`config.mk`:
```
export PLATFORM = sky130hd
export DESIGN_NAME = demux_rr_scheduler_flat
export DESIGN_NICKNAME = d
export VERILOG_FILES = /design/src/rtl/demux_sched_pkg.sv /design/src/rtl/demux_rr_scheduler_if.sv /design/src/rtl/demux_rr_scheduler_rr_pick.sv /design/src/rtl/demux_rr_scheduler.sv /design/src/flat_wrapper.sv
export SDC_FILE = /design/constraint.sdc
export NUM_CORES = 1
export LEC_CHECK = 0
export CAP_MARGIN = 20
export CORE_UTILIZATION = 39
export CTS_BUF_LIST = sky130_fd_sc_hd__clkbuf_16
export DETAILED_ROUTE_END_ITERATION = 8
export HOLD_SLACK_MARGIN = 0.05
export PLACE_DENSITY = 0.61
export SLEW_MARGIN = 25
export SYNTH_ARGS = -nofsm -noshare
export SYNTH_HDL_FRONTEND = slang
export SYNTH_HIERARCHICAL = 1
export SYNTH_SLANG_ARGS = --single-unit
```
`constraint.sdc`:
```
create_clock -name clk -period 6.96 [get_ports clk]
set_input_delay 1.044 -clock clk [delete_from_list [all_inputs] [get_ports clk]]
set_output_delay 1.044 -clock clk [all_outputs]
set_load 0.01 [all_outputs]
```
`src/rtl/demux_sched_pkg.sv`:
```
// demux_sched_pkg: shared constants and FSM state type for the round-robin demux scheduler
package demux_sched_pkg;
  localparam int N_OUT = 8;
  localparam int SEL_W = 3;
  typedef enum logic {IDLE, HOLD} state_t;
endpackage

```
`src/rtl/demux_rr_scheduler_if.sv`:
```
// demux_rr_scheduler_if: producer stream (in_valid/in_data/in_ready), channel mask cfg_en, per-channel out_ready and held-beat outputs sel/out_data/out_valid
interface demux_rr_scheduler_if #(parameter int DATA_W = 8);
  import demux_sched_pkg::*;
  logic in_valid;
  logic [DATA_W-1:0] in_data;
  logic in_ready;
  logic [N_OUT-1:0] cfg_en;
  logic [N_OUT-1:0] out_ready;
  logic [SEL_W-1:0] sel;
  logic [DATA_W-1:0] out_data;
  logic [N_OUT-1:0] out_valid;
  modport slave(input in_valid, in_data, cfg_en, out_ready, output in_ready, sel, out_data, out_valid);
  modport master(output in_valid, in_data, cfg_en, out_ready, input in_ready, sel, out_data, out_valid);
endinterface

```
`src/rtl/demux_rr_scheduler_rr_pick.sv`:
```
// rr_pick: first set bit of en at or after ptr, wrapping 7->0; ports ptr, en in; pick, found out
module rr_pick
  import demux_sched_pkg::*;
(
  input  logic [SEL_W-1:0] ptr,
  input  logic [N_OUT-1:0] en,
  output logic [SEL_W-1:0] pick,
  output logic             found
);
  always_comb begin
    pick = '0;
    found = 1'b0;
    for (int i = N_OUT - 1; i >= 0; i--) begin
      if (en[ptr + SEL_W'(i)]) begin
        pick = ptr + SEL_W'(i);
        found = 1'b1;
      end
    end
  end
endmodule

```
`src/rtl/demux_rr_scheduler.sv`:
```
// demux_rr_scheduler: round-robin 1:8 demux scheduler; ports clk, rst, bus (slave modport of demux_rr_scheduler_if)
module demux_rr_scheduler
  import demux_sched_pkg::*;
#(
  parameter int DATA_W = 8,
  parameter int BURST  = 1
) (
  input logic clk,
  input logic rst,
  demux_rr_scheduler_if.slave bus
);
  state_t state_q, state_d;
  logic [SEL_W-1:0] sel_q, sel_d, ptr_q, ptr_d, cur_q, cur_d, pick, pick_rr, scan_ptr;
  logic [7:0] cnt_q, cnt_d, nxt;
  logic [DATA_W-1:0] data_q, data_d;
  logic found, out_fire, in_fire, reuse, close, last;
  // a disabled burst channel closes the burst, so scanning restarts just past it
  rr_pick u_pick (.ptr(scan_ptr), .en(bus.cfg_en), .pick(pick_rr), .found(found));
  always_comb begin
    out_fire = state_q == HOLD && bus.out_ready[sel_q];
    reuse = cnt_q != 8'd0 && bus.cfg_en[cur_q];
    close = cnt_q != 8'd0 && !bus.cfg_en[cur_q];
    scan_ptr = close ? cur_q + 1'b1 : ptr_q;
    bus.in_ready = !rst && found && (state_q == IDLE || out_fire);
    in_fire = bus.in_valid && bus.in_ready;
    pick = reuse ? cur_q : pick_rr;
    nxt = (reuse ? cnt_q : 8'd0) + 8'd1;
    last = nxt == 8'(BURST);
    state_d = in_fire ? HOLD : out_fire ? IDLE : state_q;
    sel_d = in_fire ? pick : sel_q;
    cur_d = in_fire ? pick : cur_q;
    data_d = in_fire ? bus.in_data : data_q;
    cnt_d = in_fire ? (last ? 8'd0 : nxt) : close ? 8'd0 : cnt_q;
    ptr_d = in_fire && last ? pick + 1'b1 : scan_ptr;
  end
  assign bus.sel = sel_q;
  assign bus.out_data = data_q;
  assign bus.out_valid = state_q == HOLD ? N_OUT'(1) << sel_q : '0;
  always_ff @(posedge clk) begin
    if (rst) begin
      state_q <= IDLE;
      sel_q <= '0;
      data_q <= '0;
      ptr_q <= '0;
      cur_q <= '0;
      cnt_q <= '0;
    end else begin
      state_q <= state_d;
      sel_q <= sel_d;
      data_q <= data_d;
      ptr_q <= ptr_d;
      cur_q <= cur_d;
      cnt_q <= cnt_d;
    end
  end
endmodule

```
`src/flat_wrapper.sv`:
```
// flat-port wrapper written by rule: the top's interface ports become plain ports
module demux_rr_scheduler_flat import demux_sched_pkg::*;
#(
  parameter int DATA_W = 8,
  parameter int BURST  = 1
)
  (clk, rst, bus_in_valid, bus_in_data, bus_cfg_en, bus_out_ready, bus_in_ready, bus_sel, bus_out_data, bus_out_valid);
  demux_rr_scheduler_if #(.DATA_W(DATA_W)) bus_i ();
  input logic clk;
  input logic rst;
  input wire logic [$bits(bus_i.in_valid)-1:0] bus_in_valid;
  input wire logic [$bits(bus_i.in_data)-1:0] bus_in_data;
  input wire logic [$bits(bus_i.cfg_en)-1:0] bus_cfg_en;
  input wire logic [$bits(bus_i.out_ready)-1:0] bus_out_ready;
  output wire logic [$bits(bus_i.in_ready)-1:0] bus_in_ready;
  output wire logic [$bits(bus_i.sel)-1:0] bus_sel;
  output wire logic [$bits(bus_i.out_data)-1:0] bus_out_data;
  output wire logic [$bits(bus_i.out_valid)-1:0] bus_out_valid;
  assign bus_i.in_valid = bus_in_valid;
  assign bus_i.in_data = bus_in_data;
  assign bus_i.cfg_en = bus_cfg_en;
  assign bus_i.out_ready = bus_out_ready;
  assign bus_in_ready = bus_i.in_ready;
  assign bus_sel = bus_i.sel;
  assign bus_out_data = bus_i.out_data;
  assign bus_out_valid = bus_i.out_valid;
  demux_rr_scheduler #(.DATA_W(DATA_W), .BURST(BURST)) u_core (.clk(clk), .rst(rst), .bus(bus_i));
endmodule
```
Word-level counts from Yosys, hierarchy flattened
Cells that the tools add are included.
W data, S select, Z words.
{"block": "totals", "reg_bits": 23, "inputBits": 27, "elab_cells": 86, "output_inout_bits": 20}
{"block": "classes", "magnitude_cmp": 9, "bitwise_logic": 1, "reduce_logical": 13, "addsub": 10, "mux": 46, "n_eq_ne": 1, "shift": 1}
{"op": "$mux W8", "count": 5}
{"op": "$lt A3 B4 Y1 const B", "count": 9}
{"op": "$mux W3", "count": 11}
{"op": "$bmux W1 S3", "count": 10}
{"op": "$mux W1", "count": 20}
{"op": "$add A3 B3 Y3 const B", "count": 4}
{"op": "$add A3 B1 Y3 const B", "count": 3}
{"op": "$add A8 B1 Y8 const B", "count": 1}
{"op": "$eq A8 B1 Y1 const B", "count": 1}
{"op": "$reduce_bool A8 Y1", "count": 1}
{"op": "$shl A1 B3 Y8 const A", "count": 1}
{"op": "$logic_and A1 B1 Y1", "count": 7}
{"op": "$add A3 B2 Y3 const B", "count": 2}
{"op": "$reduce_bool A2 Y1", "count": 2}
{"op": "$logic_not A1 Y1", "count": 2}
{"op": "$logic_or A1 B1 Y1", "count": 1}
{"op": "$not A1 Y1", "count": 1}

Logic depth before layout (Yosys ltp)
Gate-level depths: netlist (run 1).
{"block": "depth", "depth_word": 21, "ltp_mapped": 21, "depth_no_buf": 17}

Hierarchy
The synthesis (run 1) kept the hierarchy.
{"module": "demux_rr_scheduler", "cells_per_inst": 185, "n_inst": 1, "seq_area_each_um2": 460.4, "area_per_inst_um2": 1539.0}
{"module": "rr_pick", "cells_per_inst": 90, "n_inst": 1, "seq_area_each_um2": 0.0, "area_per_inst_um2": 782.0}

Least setup slack after synthesis (run 1)
OpenSTA, ideal clock, no wires.
{"block": "synth_path", "kind": "in2reg", "from": "in bus_cfg_en[7]", "to": "reg u_core.ptr_q[2]", "setup_ns": 0.123, "stages": 19, "arrival_ns": 5.362, "path_buffers": 2, "slack_ns": 1.474, "t_required_ns": 6.837, "path_cell_list": "mux2i_1 > nand3_1 > and3_1 > or2_2 > o21ai_0 > buf_6 > inv_1 > ha_1 > clkbuf_1 > mux4_2 > mux2_4 > o21ai_2 > a31oi_1 > o21bai_1 > mux2_1 > mux2_2 > ha_1 > xnor2_1 > mux2_1"}
{"block": "synth_between", "elab_cells_between_ends": 55, "classes_between": "add/sub (9); eq/ne (1); mux (38); reduce/logical (7)"}
{"element": "start: declaration", "line_no": "flat_wrapper.sv:13", "text": "input wire logic [$bits(bus_i.cfg_en)-1:0] bus_cfg_en;"}
{"element": "$bmux W1 S3 (*)", "line_no": "demux_rr_scheduler.sv:22", "text": "close = cnt_q != 8'd0 && !bus.cfg_en[cur_q];"}
{"element": "$mux W1 (not written as such) (*)", "line_no": "demux_rr_scheduler.sv:22"}
{"element": "$logic_not A1 Y1 (*)", "line_no": "demux_rr_scheduler.sv:22"}
{"element": "$logic_and A1 B1 Y1 (*)", "line_no": "demux_rr_scheduler.sv:22"}
{"element": "$mux W3 (*)", "line_no": "demux_rr_scheduler.sv:23", "text": "scan_ptr = close ? cur_q + 1'b1 : ptr_q;"}
{"element": "net u_core.scan_ptr[0]", "line_no": "demux_rr_scheduler.sv:13", "text": "logic [SEL_W-1:0] sel_q, sel_d, ptr_q, ptr_d, cur_q, cur_d, pick, pick_rr, scan_ptr;"}
{"element": "$add A3 B3 Y3", "line_no": "demux_rr_scheduler_rr_pick.sv:14, demux_rr_scheduler_rr_pick.sv:15"}
{"element": "$bmux W1 S3", "line_no": "demux_rr_scheduler_rr_pick.sv:14", "text": "if (en[ptr + SEL_W'(i)]) begin"}
{"element": "$mux W1 (not written as such)", "line_no": "demux_rr_scheduler_rr_pick.sv:14"}
{"element": "$mux W3 (7 in a row)", "line_no": "demux_rr_scheduler_rr_pick.sv:14"}
{"element": "$mux W3 (*)", "line_no": "demux_rr_scheduler_rr_pick.sv:14"}
{"element": "net u_core.pick_rr[0]", "line_no": "demux_rr_scheduler.sv:13"}
{"element": "$mux W3 (*)", "line_no": "demux_rr_scheduler.sv:26", "text": "pick = reuse ? cur_q : pick_rr;"}
{"element": "net u_core.pick[0]", "line_no": "demux_rr_scheduler.sv:13"}
{"element": "$add A3 B1 Y3 (*)", "line_no": "demux_rr_scheduler.sv:34", "text": "ptr_d = in_fire && last ? pick + 1'b1 : scan_ptr;"}
{"element": "$mux W3 (*)", "line_no": "demux_rr_scheduler.sv:34"}
{"element": "end signal: assignment", "line_no": "demux_rr_scheduler.sv:51", "text": "ptr_q <= ptr_d;"}
{"element": "end: declaration", "line_no": "demux_rr_scheduler.sv:13"}
Mark *: on every way through the listed nets, which the timed path passes. The rest lies on a longest branch. The select of a mux whose other input is x is not followed.
A chain may end at the register's enable or synchronous reset.

Final worst setup path (run 1)
{"block": "layout_path", "from": "in bus_cfg_en[7]", "to": "out bus_in_ready"}
{"block": "layout_between", "elab_chain_cells": 18, "elab_cells_between_ends": 38, "classes_between": "add/sub (7); mux (27); reduce/logical (4)"}
{"element": "$bmux W1 S3 (*)", "line_no": "demux_rr_scheduler.sv:22"}
{"element": "$mux W1 (not written as such) (*)", "line_no": "demux_rr_scheduler.sv:22"}
{"element": "$logic_not A1 Y1 (*)", "line_no": "demux_rr_scheduler.sv:22"}
{"element": "$logic_and A1 B1 Y1 (*)", "line_no": "demux_rr_scheduler.sv:22"}
{"element": "$mux W3 (*)", "line_no": "demux_rr_scheduler.sv:23"}
{"element": "net u_core.scan_ptr[1]", "line_no": "demux_rr_scheduler.sv:13"}
{"element": "$add A3 B3 Y3", "line_no": "demux_rr_scheduler_rr_pick.sv:14"}
{"element": "$bmux W1 S3", "line_no": "demux_rr_scheduler_rr_pick.sv:14"}
{"element": "$mux W1 (not written as such)", "line_no": "demux_rr_scheduler_rr_pick.sv:14"}
{"element": "$mux W1 (7 in a row)", "line_no": "demux_rr_scheduler_rr_pick.sv:14"}
{"element": "$mux W1 (*)", "line_no": "demux_rr_scheduler_rr_pick.sv:14"}
{"element": "net u_core.found", "line_no": "demux_rr_scheduler.sv:16", "text": "logic found, out_fire, in_fire, reuse, close, last;"}
{"element": "$logic_and A1 B1 Y1 (*) (2 in a row)", "line_no": "demux_rr_scheduler.sv:24", "text": "bus.in_ready = !rst && found && (state_q == IDLE || out_fire);"}
{"element": "end: declaration", "line_no": "flat_wrapper.sv:15", "text": "output wire logic [$bits(bus_i.in_ready)-1:0] bus_in_ready;"}
Marked as above.

==> results of run 1 <==
==> synthesized netlist by cell type (3+ instances only) <==
master	number
nand2_1	27
dfxtp_1	23
o21ai_0	17
nor2_1	15
inv_1	13
mux2i_1	12
nand2b_1	12
a21oi_1	11
ha_1	11
and2_1	8
clkbuf_1	7
mux2_2	7
buf_4	6
nand3_1	6
nor2b_1	6
a31oi_1	5
and3_1	5
mux4_1	5
mux4_2	5
nor3_1	5
xor2_1	5
nand4_1	4
nor4_1	4
xnor2_1	4
a211o_1	3
and2b_1	3
o31ai_1	3
==> how the worst max path moves through the flow <==
stage / to / cells past startpoint / slack (ns)
CTS: bus_in_ready / 13 / 0.69
global route: bus_in_ready / 13 / 0.36
finish: bus_in_ready / 13 / 0.68
global placement: bus_in_ready / 13 / 0.82
floorplan: u_core/ptr_q[2]$_SDFF_PP0_ / 19 / 1.47
detailed placement: bus_in_ready / 13 / 0.68
==> state kept, by name, indices dropped and copies added, names as in the netlist <==
| signal | flops |
|---|---|
| u_core/bus.out_data | 8 |
| u_core/cnt_q | 8 |
| u_core/state_q | 1 |
| u_core/ptr_q | 3 |
| u_core/cur_q | 3 |
==> worst register-to-register path, cell delays in order (launching register included) <==
cell      delay (ns)
dfxtp_1         0.67
mux2i_1         0.31
nand3_1         0.12
and3_1          0.32
or2_2           0.36
mux2_2          0.27
inv_1           0.12
ha_1            0.47
mux4_1          0.44
mux2_4          0.32
o21ai_2         0.14
a31oi_1         0.09
o21bai_1        0.21
mux2_1          0.34
mux2_2          0.31
ha_1            0.23
xnor2_1         0.12
mux2_1          0.30
==> layer usage <==
layer  vias to the layer above  wire [µm]
met1                       996       2730
met3                         8        328
met2                        78       2593
met4                         0         78
li1                       1090          -
met5                         -          0
==> power groups by stage <==
stage,registers [mW],logic (mW),clock network (mW)
2_1_floorplan,0.180,0.529,0
3_3_place_gp,0.197,0.665,0
3_5_place_dp,0.197,0.670,0
4_1_cts,0.195,0.672,0.129
5_1_grt,0.199,0.739,0.134
6_report,0.195,0.672,0.124
==> cells by family after synthesis <==
logic type,count (synthesis),synth area share [%]
AND/OR/NAND/NOR,105,24.47
adder cells (fa/ha/maj),11,5.930
flip-flops,23,19.84
XOR/XNOR,9,3.396
multiplexers,32,20.70
AO/OA/AOI/OAI,64,18.92
buffers and inverters,31,6.739
==> cell type report <==
| class | instances | area, µm² | share of cell area [%] |
|---|---|---|---|
| Clock inverter | 1 | 3.754 | 0.1308 |
| Tap cell | 72 | 90.09 | 3.139 |
| Clock buffer | 3 | 75.07 | 2.616 |
| Sequential cell | 23 | 460.4 | 16.04 |
| Inverter | 14 | 52.55 | 1.831 |
| Multi-Input combinational cell | 221 | 1705 | 59.42 |
| Timing Repair Buffer | 49 | 483.0 | 16.83 |
==> stage by stage <==
stage	setup slack (ns)	hold slack [ns]	util, %	cells	area [µm²]
floorplan	1.474	0.4924	-	275	2321
global route	0.3634	0.4904	51.18	383	2870
CTS	0.6892	0.4798	51.16	383	2869
finish	0.6764	0.4763	51.18	383	2870
detailed placement	0.6806	0.4655	49.75	379	2790
global placement	0.8177	0.4609	49.75	379	2790
==> qor.tcl, run 1 <==
set qor(die-area_mm2) 0.006264
set qor(worstHoldPathCells) 2
set qor(min_from) {u_core/bus.out_data[7]$_SDFFE_PP0P_}
set qor(critPathKind) {input pin to output pin}
set qor(setup-violations-final) 0
set qor(rsz0062_at_grt) {false}
set qor(setup.worst_path.start) {bus_cfg_en[7]}
set qor(buffer_ports.inserted) 46
set qor(antenna_cells_inserted) 0
set qor(run_status) {finished clean}
set qor(hold_path_end) {u_core/bus.out_data[7]$_SDFFE_PP0P_}
set qor(overflow) 0
set qor(dieWidth_um) 79.15
set qor(via_count) 2172
set qor(synthArstFlopShare_pct) 0
set qor(report.power.total_uw) 991.2
set qor(grt_use_met3_pct) 2.989
set qor(antenna_found_initial) 0
set qor(max_stage_delay_ns) 0.51
set qor(path_cells) {clkdlybuf4s50_1, mux2i_1, nand3_1, and3_1, or2_2, mux2_2, inv_1, ha_1, mux4_1, nor4_1, nand4_1, and3b_1, clkdlybuf4s50_1}
set qor(worstMarginPinSlew_ns) 0.7778
set qor(hold_path.class) {flop to flop}
set qor(htree_levels) 1
set qor(final_layout_size_suffix_gt1_share_pct) 9.003
set qor(number_of_synthesized_flops_with_an_enable_pin) 0
set qor(post-dp-hpwl_um) 4308
set qor(detail_route.iter0.violations) 98
set qor(synth_area_leader_cell) {dfxtp_1}
set qor(critical_path.top_delay_family) {simple AND/OR/NAND/NOR gates}
set qor(worst_path_most_repeated_cell) {clkdlybuf4s50_1}
set qor(synthesis.nets) 313
set qor(last_weighted_congestion_value_of_the_routability_driven_placer) 0.8821
set qor(power.clock.fraction_pct) 12.5
set qor(grt_max_degree) 30
set qor(worst_ir_drop_vdd_mv) 0.1447
set qor(finalNetCount) 350
set qor(most_used_flip_flop_cell_after_synthesis) {dfxtp_1}
set qor(critical_path_peak_fanout) 11
set qor(syn_avg_cell_area_um2) 8.440
set qor(fin_crit_sh_pct) 90.28
set qor(post_synth_inst_count) 275
set qor(drv_slew) 0
set qor(drt_first_pass_iters) 5
set qor(worst_setup_hold_path_clk_slew_ns) 0.06
set qor(maxCapViolations) 0
set qor(crit_path_required_time_ns) 5.92
set qor(cts_buf_count) 3
set qor(drt_drc_violations_left) 0
set qor(global_route.usage.met1_pct) 25.42
set qor(rrSetupSlack_ns) 1.73
set qor(grt_pass1_vias) 2029
set qor(worst_setup_path_end_kind) {output pin}
set qor(sequentialPowerShare_pct) 19.6
set qor(io_pins) 47
set qor(fin_worst_skew_ns) 0.003162
set qor(detail_route.wl_per_cell_um) 14.96
set qor(path_buf_inv) 3
set qor(timing.fmax_mhz) 159.1
set qor(cellInternalPower_uw) 550.3
set qor(timing.critical_path.arrival_ns) 5.24
set qor(final_common_cell) {clkdlybuf4s50_1}
set qor(critPathLaunchType) {input pin}
set qor(totalWireLength_um) 5730
set qor(die_y_um) 79.15
set qor(grt_pass1_wl_um) 9646
set qor(grt_most_used_layer) {met2}
set qor(fillers) 562
set qor(netSwitchingFraction_pct) 44.49
set qor(timing.final.crit_period_ns) 6.284
set qor(final-hold-violation-count) 0
set qor(worst_r2r_endpoint) {u_core/ptr_q[2]$_SDFF_PP0_}
set qor(netlist_top_cells_area) {dfxtp_1 (20%), ha_1 (5.9%), mux4_1 (5.7%)}
set qor(power.combinational.fraction_pct) 67.8
set qor(start_util_pct) 41.39
set qor(crit_path_top_delay_cell) {clkdlybuf4s50_1}
set qor(synth.lib_cells_used.distinct) 63
set qor(postCtsResizedCells) 0
set qor(avgViaCountPerCell) 5.671
set qor(use_met2_pct) 32.24
set qor(worst-r2r-cell-count) 17
set qor(number_of_warning_messages_in_the_yosys_log) 6
set qor(clk_root_buffer_cell) {clkbuf_16}
set qor(synthesis.area_mm2) 0.002321
set qor(clock_sinks) 23
set qor(total_switching_power_uw) 440.9
set qor(yosys_register_bits) 23
set qor(core_area_mm2) 0.005608
set qor(clock_latency_on_the_worst_skew_pair_ns) 0.26
set qor(ys_seq_area_share_pct) 19.84
set qor(slew_headroom_pct) 47.98
set qor(layout-area-overhead-vs-synth_pct) 23.67
set qor(layout.cells.most_common_list) {clkdlybuf4s50_1 (46), nand2_1 (27), dfxtp_1 (23)}
set qor(antenna_left) 0
set qor(worst_reg2reg_path_startpoint) {u_core/cur_q[0]$_SDFFE_PP0P_}
set qor(static-leakage-power_nw) 1.064
set qor(clk_path_buf_depth) 2
set qor(power.density_cell_area_mw_per_mm2) 345.3
set qor(postCtsSetupBuffers) 0
set qor(num_rows) 27
set qor(fin_tns_setup_ns) 0
set qor(holdBufCountCts) 0
set qor(post-synth-top-area-fraction_pct) 19.84
set qor(cts_tree) {yes}
set qor(aggregate_global_route_resource_usage_pct) 19.23
Power figures use the tool's default switching activity.
==> run 2, diff against run 1 <==
clock period = 6.6 ns   (was 6.96 ns; I/O delays follow)
==> qor.tcl, run 2 (same netlist as run 1, synthesis figures left out) <==
set qor(worst_path_most_repeated_cell) {clkdlybuf4s50_1}
set qor(drt_first_pass_iters) 4 ;# -1
set qor(sequentialPowerShare_pct) 19.5 ;# about the same
set qor(last_weighted_congestion_value_of_the_routability_driven_placer) 0.8615 ;# -2.3%
set qor(num_rows) 27 ;# unchanged
set qor(worstMarginPinSlew_ns) 0.9491 ;# +0.1713 ns
set qor(run_status) {finished clean}
set qor(slew_headroom_pct) 36.68 ;# -11 points
set qor(avgViaCountPerCell) 5.750 ;# +1.4%
set qor(drv_slew) 0 ;# unchanged
set qor(critPathKind) {input pin to output pin}
set qor(clk_path_buf_depth) 2 ;# unchanged
set qor(critPathLaunchType) {input pin}
set qor(final-hold-violation-count) 0 ;# unchanged
set qor(fin_crit_sh_pct) 91.47
set qor(number_of_placed_instances_taps_included) 380 ;# +0.26%
set qor(grt_max_degree) 30 ;# unchanged
set qor(layout-area-overhead-vs-synth_pct) 23.99
set qor(final-instance-count-excl-fill) 384 ;# +0.26%
set qor(crit_path_required_time_ns) 5.61 ;# -0.31 ns
set qor(worst_reg2reg_path_startpoint) {u_core/cur_q[0]$_SDFFE_PP0P_}
set qor(rsz0062_at_grt) {false}
set qor(worst_ir_drop_vdd_mv) 0.1752 ;# +21%
set qor(power.density_cell_area_mw_per_mm2) 366.2 ;# +6.0%
set qor(path_cells) {clkdlybuf4s50_1, mux2i_1, nand3_1, and3_1, or2_2, mux2_2, inv_1, ha_1, mux4_1, nor4_1, nand4_1, and3b_1, clkdlybuf4s50_1}
set qor(final_layout_size_suffix_gt1_share_pct) 9.295 ;# +0.29 points
set qor(maxCapViolations) 0 ;# unchanged
set qor(dieWidth_um) 79.15 ;# unchanged
set qor(cellInternalPower_uw) 586.2 ;# +6.5%
set qor(overflow) 0 ;# unchanged
set qor(buffer_ports.inserted) 46 ;# unchanged
set qor(cts_buf_count) 3 ;# unchanged
set qor(postCtsSetupBuffers) 0 ;# unchanged
set qor(max_stage_delay_ns) 0.50 ;# about the same
set qor(placement.cell_area_mm2) 0.002798 ;# +0.27%
set qor(grt_pass1_wl_um) 9459 ;# -1.9%
set qor(finalNetCount) 351 ;# +0.29%
set qor(via_count) 2208 ;# +1.7%
set qor(min_from) {u_core/bus.out_data[3]$_SDFFE_PP0P_}
set qor(core_area_mm2) 0.005608 ;# unchanged
set qor(fin_worst_skew_ns) 0.002894 ;# -0.0002686 ns
set qor(netSwitchingFraction_pct) 44.37 ;# -0.12 points
set qor(timing.final.crit_period_ns) 6.037
set qor(clock_latency_on_the_worst_skew_pair_ns) 0.25 ;# about the same
set qor(totalWireLength_um) 5721 ;# -0.16%
set qor(cts_tree) {yes}
set qor(critical_path_peak_fanout) 9 ;# -2
set qor(power.combinational.fraction_pct) 68.1 ;# +0.3 points
set qor(postCtsResizedCells) 0 ;# unchanged
set qor(core_occupancy_in_the_finished_layout_pct) 51.32 ;# +0.13 points
set qor(worst_setup_hold_path_clk_slew_ns) 0.06 ;# about the same
set qor(die-area_mm2) 0.006264 ;# unchanged
set qor(report.power.total_mw) 1.054 ;# +6.3%
set qor(timing.critical_path.arrival_ns) 5.05 ;# -0.19 ns
set qor(crit_path_top_delay_cell) {clkdlybuf4s50_1}
set qor(detail_route.wl_per_cell_um) 14.90 ;# -0.42%
set qor(grt_pass1_vias) 2016 ;# -0.64%
set qor(post-route-cell-area_mm2) 0.002878 ;# +0.26%
set qor(power.clock.fraction_pct) 12.4 ;# about the same
set qor(clock_sinks) 23 ;# unchanged
set qor(final.setup.worst_slack_ns) 0.5632 ;# -0.1132 ns
set qor(drt_drc_violations_left) 0 ;# unchanged
set qor(htree_levels) 1 ;# unchanged
set qor(fin_tns_setup_ns) 0 ;# unchanged
set qor(hold_path.class) {flop to flop}
set qor(setup.worst_path.start) {bus_cfg_en[7]}
set qor(layout.cells.most_common_list) {clkdlybuf4s50_1 (46), nand2_1 (27), dfxtp_1 (23)}
set qor(worst_setup_path_end_kind) {output pin}
set qor(setup-violations-final) 0 ;# unchanged
set qor(fillers) 570 ;# +1.4%
set qor(clk_root_buffer_cell) {clkbuf_16}
set qor(io_pins) 47 ;# unchanged
set qor(fin_worst_hold_slack_ns) 0.4789 ;# +0.002653 ns
set qor(start_util_pct) 41.39 ;# unchanged
set qor(post-dp-hpwl_um) 4435 ;# +2.9%
set qor(total_switching_power_uw) 467.5 ;# +6.0%
set qor(antenna_cells_inserted) 0 ;# unchanged
set qor(detail_route.iter0.violations) 77 ;# -21%
set qor(antenna_left) 0 ;# unchanged
set qor(timing.fmax_mhz) 165.7
set qor(final_common_cell) {clkdlybuf4s50_1}
set qor(aggregate_global_route_resource_usage_pct) 18.75 ;# -0.48 points
set qor(dp_slack_ns) 0.6030 ;# -0.07761 ns
set qor(antenna_found_initial) 0 ;# unchanged
set qor(static-leakage-power_nw) 1.068 ;# +0.36%
set qor(holdBufCountCts) 0 ;# unchanged
set qor(die_y_um) 79.15 ;# unchanged
set qor(rrSetupSlack_ns) 1.56 ;# -0.17 ns
## run 2: cell types whose count changed in the layout (fill, tap and decap cells not counted), sizes merged
cell / previous run / this run
buf: 3 / 4
clkinv: 0 / 1
inv: 15 / 14
## run 2: path summary, 6_finish.rpt
| kind | depth (start not counted) | to |
|---|---|---|
| setup / recovery | 13 | bus_in_ready |
| hold / removal | 2 | u_core/bus.out_data[3]$_SDFFE_PP0P_ |
| setup reg to reg | 17 | u_core/ptr_q[2]$_SDFF_PP0_ |
| hold reg to reg | 2 | u_core/bus.out_data[3]$_SDFFE_PP0P_ |
## run 2: area by class of cell
cell class                 instances  area, µm²  area share, %
timing repair buffer              50      490.5          17.04
inverter                          14      52.55          1.826
clock buffer                       3      75.07          2.609
multi-input combinational        221       1704          59.22
clock inverter                     1      5.005         0.1739
tap                               72      90.09          3.130
sequential                        23      460.4          16.00
## run 2: critical path: cells and delay by family
| kind | cells | cell delay (ns) |
|---|---|---|
| simple gates | 6 | 1.53 |
| mux | 3 | 0.94 |
| fa+ha+maj | 1 | 0.49 |
| buf+inv | 3 | 1.09 |
## run 2: layer usage
| layer | GRT usage [%] | share of wire [%] |
|---|---|---|
| met1 | 23.77 | 45 |
| met4 | 4.727 | 0.79 |
| met2 | 32.93 | 48 |
| met3 | 2.874 | 6.0 |
| met5 | 0 | 0 |
## run 2: power by group through the flow
stage	clock network (mW)	registers [mW]	logic, mW
floorplan	0	0.190	0.558
global placement	0	0.208	0.716
detailed placement	0	0.208	0.713
CTS	0.134	0.206	0.716
global route	0.144	0.211	0.788
finish	0.130	0.206	0.718
==> run 3, diff against run 2 <==
CTS_CLUSTER_SIZE = 24   (was default)
DONT_BUFFER_PORTS = 1   (was default)
PLACE_DENSITY = 0.51   (was 0.61)
SLEW_MARGIN = 20   (was 25)
==> qor.tcl, run 3 (same netlist as run 1, synthesis figures left out) <==
set qor(cts_tree) {yes}
set qor(layout-area-overhead-vs-synth_pct) 3.504
set qor(worst_setup_hold_path_clk_slew_ns) 0.06 ;# about the same
set qor(postCtsResizedCells) 0 ;# unchanged
set qor(hold_path.class) {flop to flop}
set qor(clock_latency_on_the_worst_skew_pair_ns) 0.26 ;# about the same
set qor(run_status) {finished clean}
set qor(final-hold-violation-count) 0 ;# unchanged
set qor(grt_use_met3_pct) 2.069 ;# -0.80 points
set qor(post-dp-hpwl_um) 4101 ;# -7.5%
set qor(static-leakage-power_nw) 0.8857 ;# -17%
set qor(netSwitchingFraction_pct) 46.11 ;# +1.7 points
set qor(timing.critical_path.arrival_ns) 4.68 ;# -0.37 ns
set qor(crit_path_required_time_ns) 5.61 ;# about the same
set qor(drt_first_pass_iters) 4 ;# unchanged
set qor(global_route.usage.met1_pct) 24.67 ;# +0.90 points
set qor(num_rows) 27 ;# unchanged
set qor(crit_path_top_delay_cell) {dfxtp_1}
set qor(cellInternalPower_uw) 529.2 ;# -9.7%
set qor(setup-violations-final) 0 ;# unchanged
set qor(rrSetupSlack_ns) 1.10 ;# -0.46 ns
set qor(fillers) 610 ;# +7.0%
set qor(start_util_pct) 41.39 ;# unchanged
set qor(placement.cell_area_mm2) 0.002322 ;# -17%
set qor(last_weighted_congestion_value_of_the_routability_driven_placer) 0.8108 ;# -5.9%
set qor(holdBufCountCts) 0 ;# unchanged
set qor(critical_path_peak_fanout) 16 ;# +7
set qor(worst-r2r-cell-count) 17 ;# unchanged
set qor(report.power.total_uw) 982.0 ;# -6.8%
set qor(clk_root_buffer_cell) {clkbuf_16}
set qor(aggregate_global_route_resource_usage_pct) 18.74 ;# about the same
set qor(detail_route.wl_per_cell_um) 16.45 ;# +10%
set qor(worst_ir_drop_vdd_mv) 0.1877 ;# +7.1%
set qor(timing.final.crit_period_ns) 5.667 ;# -0.3697 ns
set qor(die_y_um) 79.15 ;# unchanged
set qor(fin_tns_setup_ns) 0 ;# unchanged
set qor(overflow) 0 ;# unchanged
set qor(finalNetCount) 303 ;# -14%
set qor(totalWireLength_um) 5526 ;# -3.4%
set qor(clock_sinks) 23 ;# unchanged
set qor(antenna_cells_inserted) 0 ;# unchanged
set qor(timing.fmax_mhz) 176.5 ;# +6.5%
set qor(final-seq-area_um2) 460.4 ;# unchanged
set qor(drv_slew) 0 ;# unchanged
set qor(worst_reg2reg_path_startpoint) {u_core/cur_q[0]$_SDFFE_PP0P_}
set qor(drt_drc_violations_left) 0 ;# unchanged
set qor(grt_pass1_vias) 1994 ;# -1.1%
set qor(grt_most_used_layer) {met2}
set qor(fin_worst_skew_ns) 0.002264 ;# -0.0006300 ns
set qor(post-route-cell-area_mm2) 0.002402 ;# -17%
set qor(dieWidth_um) 79.15 ;# unchanged
set qor(sequentialPowerShare_pct) 21.7 ;# +2.2 points
set qor(final_common_cell) {nand2_1}
set qor(io_pins) 47 ;# unchanged
set qor(critical_path_end) {bus_in_ready}
set qor(setup.worst_path.start) {u_core/cur_q[0]$_SDFFE_PP0P_}
set qor(grt_pass1_wl_um) 9404 ;# -0.58%
set qor(core_area_mm2) 0.005608 ;# unchanged
set qor(critPathKind) {flop to output pin}
set qor(final_layout_size_suffix_gt1_share_pct) 10.23 ;# +0.93 points
set qor(number_of_placed_instances_taps_included) 332 ;# -13%
set qor(detail_route.iter0.violations) 93 ;# +21%
set qor(grt_max_degree) 30 ;# unchanged
set qor(maxCapViolations) 0 ;# unchanged
set qor(antenna_left) 0 ;# unchanged
set qor(critPathLaunchType) {flop}
set qor(worst_setup_path_end_kind) {output pin}
set qor(die-area_mm2) 0.006264 ;# unchanged
set qor(final-instance-count-excl-fill) 336 ;# -13%
set qor(multi_input_logic_area_mm2) 0.001704 ;# unchanged
set qor(via_count) 1982 ;# -10%
set qor(power.clock.fraction_pct) 13.3 ;# +0.9 points
set qor(layout.cells.most_common_list) {nand2_1 (27), dfxtp_1 (23), nor2_1 (15), o21ai_0 (15), inv_1 (13)}
set qor(htree_levels) 1 ;# unchanged
set qor(use_met2_pct) 31.38 ;# -1.6 points
set qor(path_cells) {mux2i_1, nand3_1, and3_1, or2_2, mux2_2, inv_1, ha_1, mux4_1, nor4_1, nand4_1, and3b_1}
set qor(buffer_ports.inserted) 0 ;# -100%
set qor(total_switching_power_uw) 452.8 ;# -3.2%
set qor(antenna_found_initial) 0 ;# unchanged
set qor(worst_r2r_endpoint) {u_core/ptr_q[2]$_SDFF_PP0_}
set qor(max_stage_delay_ns) 0.71 ;# +0.21 ns
set qor(rsz0062_at_grt) {false}
set qor(avgViaCountPerCell) 5.899 ;# +2.6%
set qor(power.density_cell_area_mw_per_mm2) 408.8 ;# +12%
set qor(power.combinational.fraction_pct) 65.0 ;# -3.1 points
set qor(clk_path_buf_depth) 2 ;# unchanged
set qor(postCtsSetupBuffers) 0 ;# unchanged
set qor(cts_buf_count) 3 ;# unchanged
set qor(slew_headroom_pct) 36.10 ;# -0.58 points
set qor(worstMarginPinSlew_ns) 0.9578 ;# +0.008648 ns
set qor(fin_crit_sh_pct) 85.86 ;# -5.6 points
run 3: cell types whose count changed in the layout (fill, tap and decap cells not counted), sizes merged:
| cell | before | now |
|---|---|---|
| buf | 4 | 2 |
| clkdlybuf4s50 | 46 | 0 |
run 3: worst max-delay path, delay by kind of cell (launching register included):
family / cells / cell delay (ns)
muxes: 3 / 1.24
adders and majority gates: 1 / 0.50
buffers and inverters: 1 / 0.20
and+or+nand+nor: 6 / 1.76
DFF: 1 / 0.71
run 3: how the worst min path moves through the flow:
stage,from,end,depth (start not counted)
6_report,u_core/bus.out_data[7]$_SDFFE_PP0P_,u_core/bus.out_data[7]$_SDFFE_PP0P_,2
3_5_place_dp,u_core/bus.out_data[0]$_SDFFE_PP0P_,u_core/bus.out_data[0]$_SDFFE_PP0P_,2
2_1_floorplan,u_core/bus.out_data[7]$_SDFFE_PP0P_,u_core/bus.out_data[7]$_SDFFE_PP0P_,2
4_1_cts,u_core/bus.out_data[0]$_SDFFE_PP0P_,u_core/bus.out_data[0]$_SDFFE_PP0P_,2
3_3_place_gp,u_core/bus.out_data[0]$_SDFFE_PP0P_,u_core/bus.out_data[0]$_SDFFE_PP0P_,2
5_1_grt,u_core/bus.out_data[0]$_SDFFE_PP0P_,u_core/bus.out_data[0]$_SDFFE_PP0P_,2
run 3: area by class of cell:
class | instances | area share, %
inverters | 14 | 2.188
well taps | 72 | 3.750
repair buffers | 2 | 0.6250
flip-flops and latches | 23 | 19.17
clock buffers | 3 | 3.125
clock inverters | 1 | 0.2083
multi-input cells | 221 | 70.94
run 3: power by group through the flow:
stage,Clock (mW),Combinational (mW),Sequential (mW)
floorplan,0,0.558,0.190
detailed placement,0,0.633,0.217
global placement,0,0.639,0.216
global route,0.140,0.711,0.218
finish,0.130,0.639,0.213
CTS,0.134,0.635,0.214
run 3: stage by stage:
stage | worst slack [ns] | hold WS, ns | util (%)
global placement | 1.069 | 0.5061 | 41.41
detailed placement | 0.9553 | 0.5124 | 41.41
finish | 0.9329 | 0.5233 | 42.84
floorplan | 1.168 | 0.4924 | -
global route | 0.6737 | 0.5351 | 42.84
CTS | 0.9450 | 0.5214 | 42.84
run 3: layer usage:
layer | vias to the layer above | part of all wire (%) | wire (µm)
met5 | - | 0 | 0
met4 | 0 | 1.8 | 97
met3 | 9 | 3.5 | 195
met2 | 57 | 46 | 2565
met1 | 925 | 48 | 2667
li1 | 991 | - | -
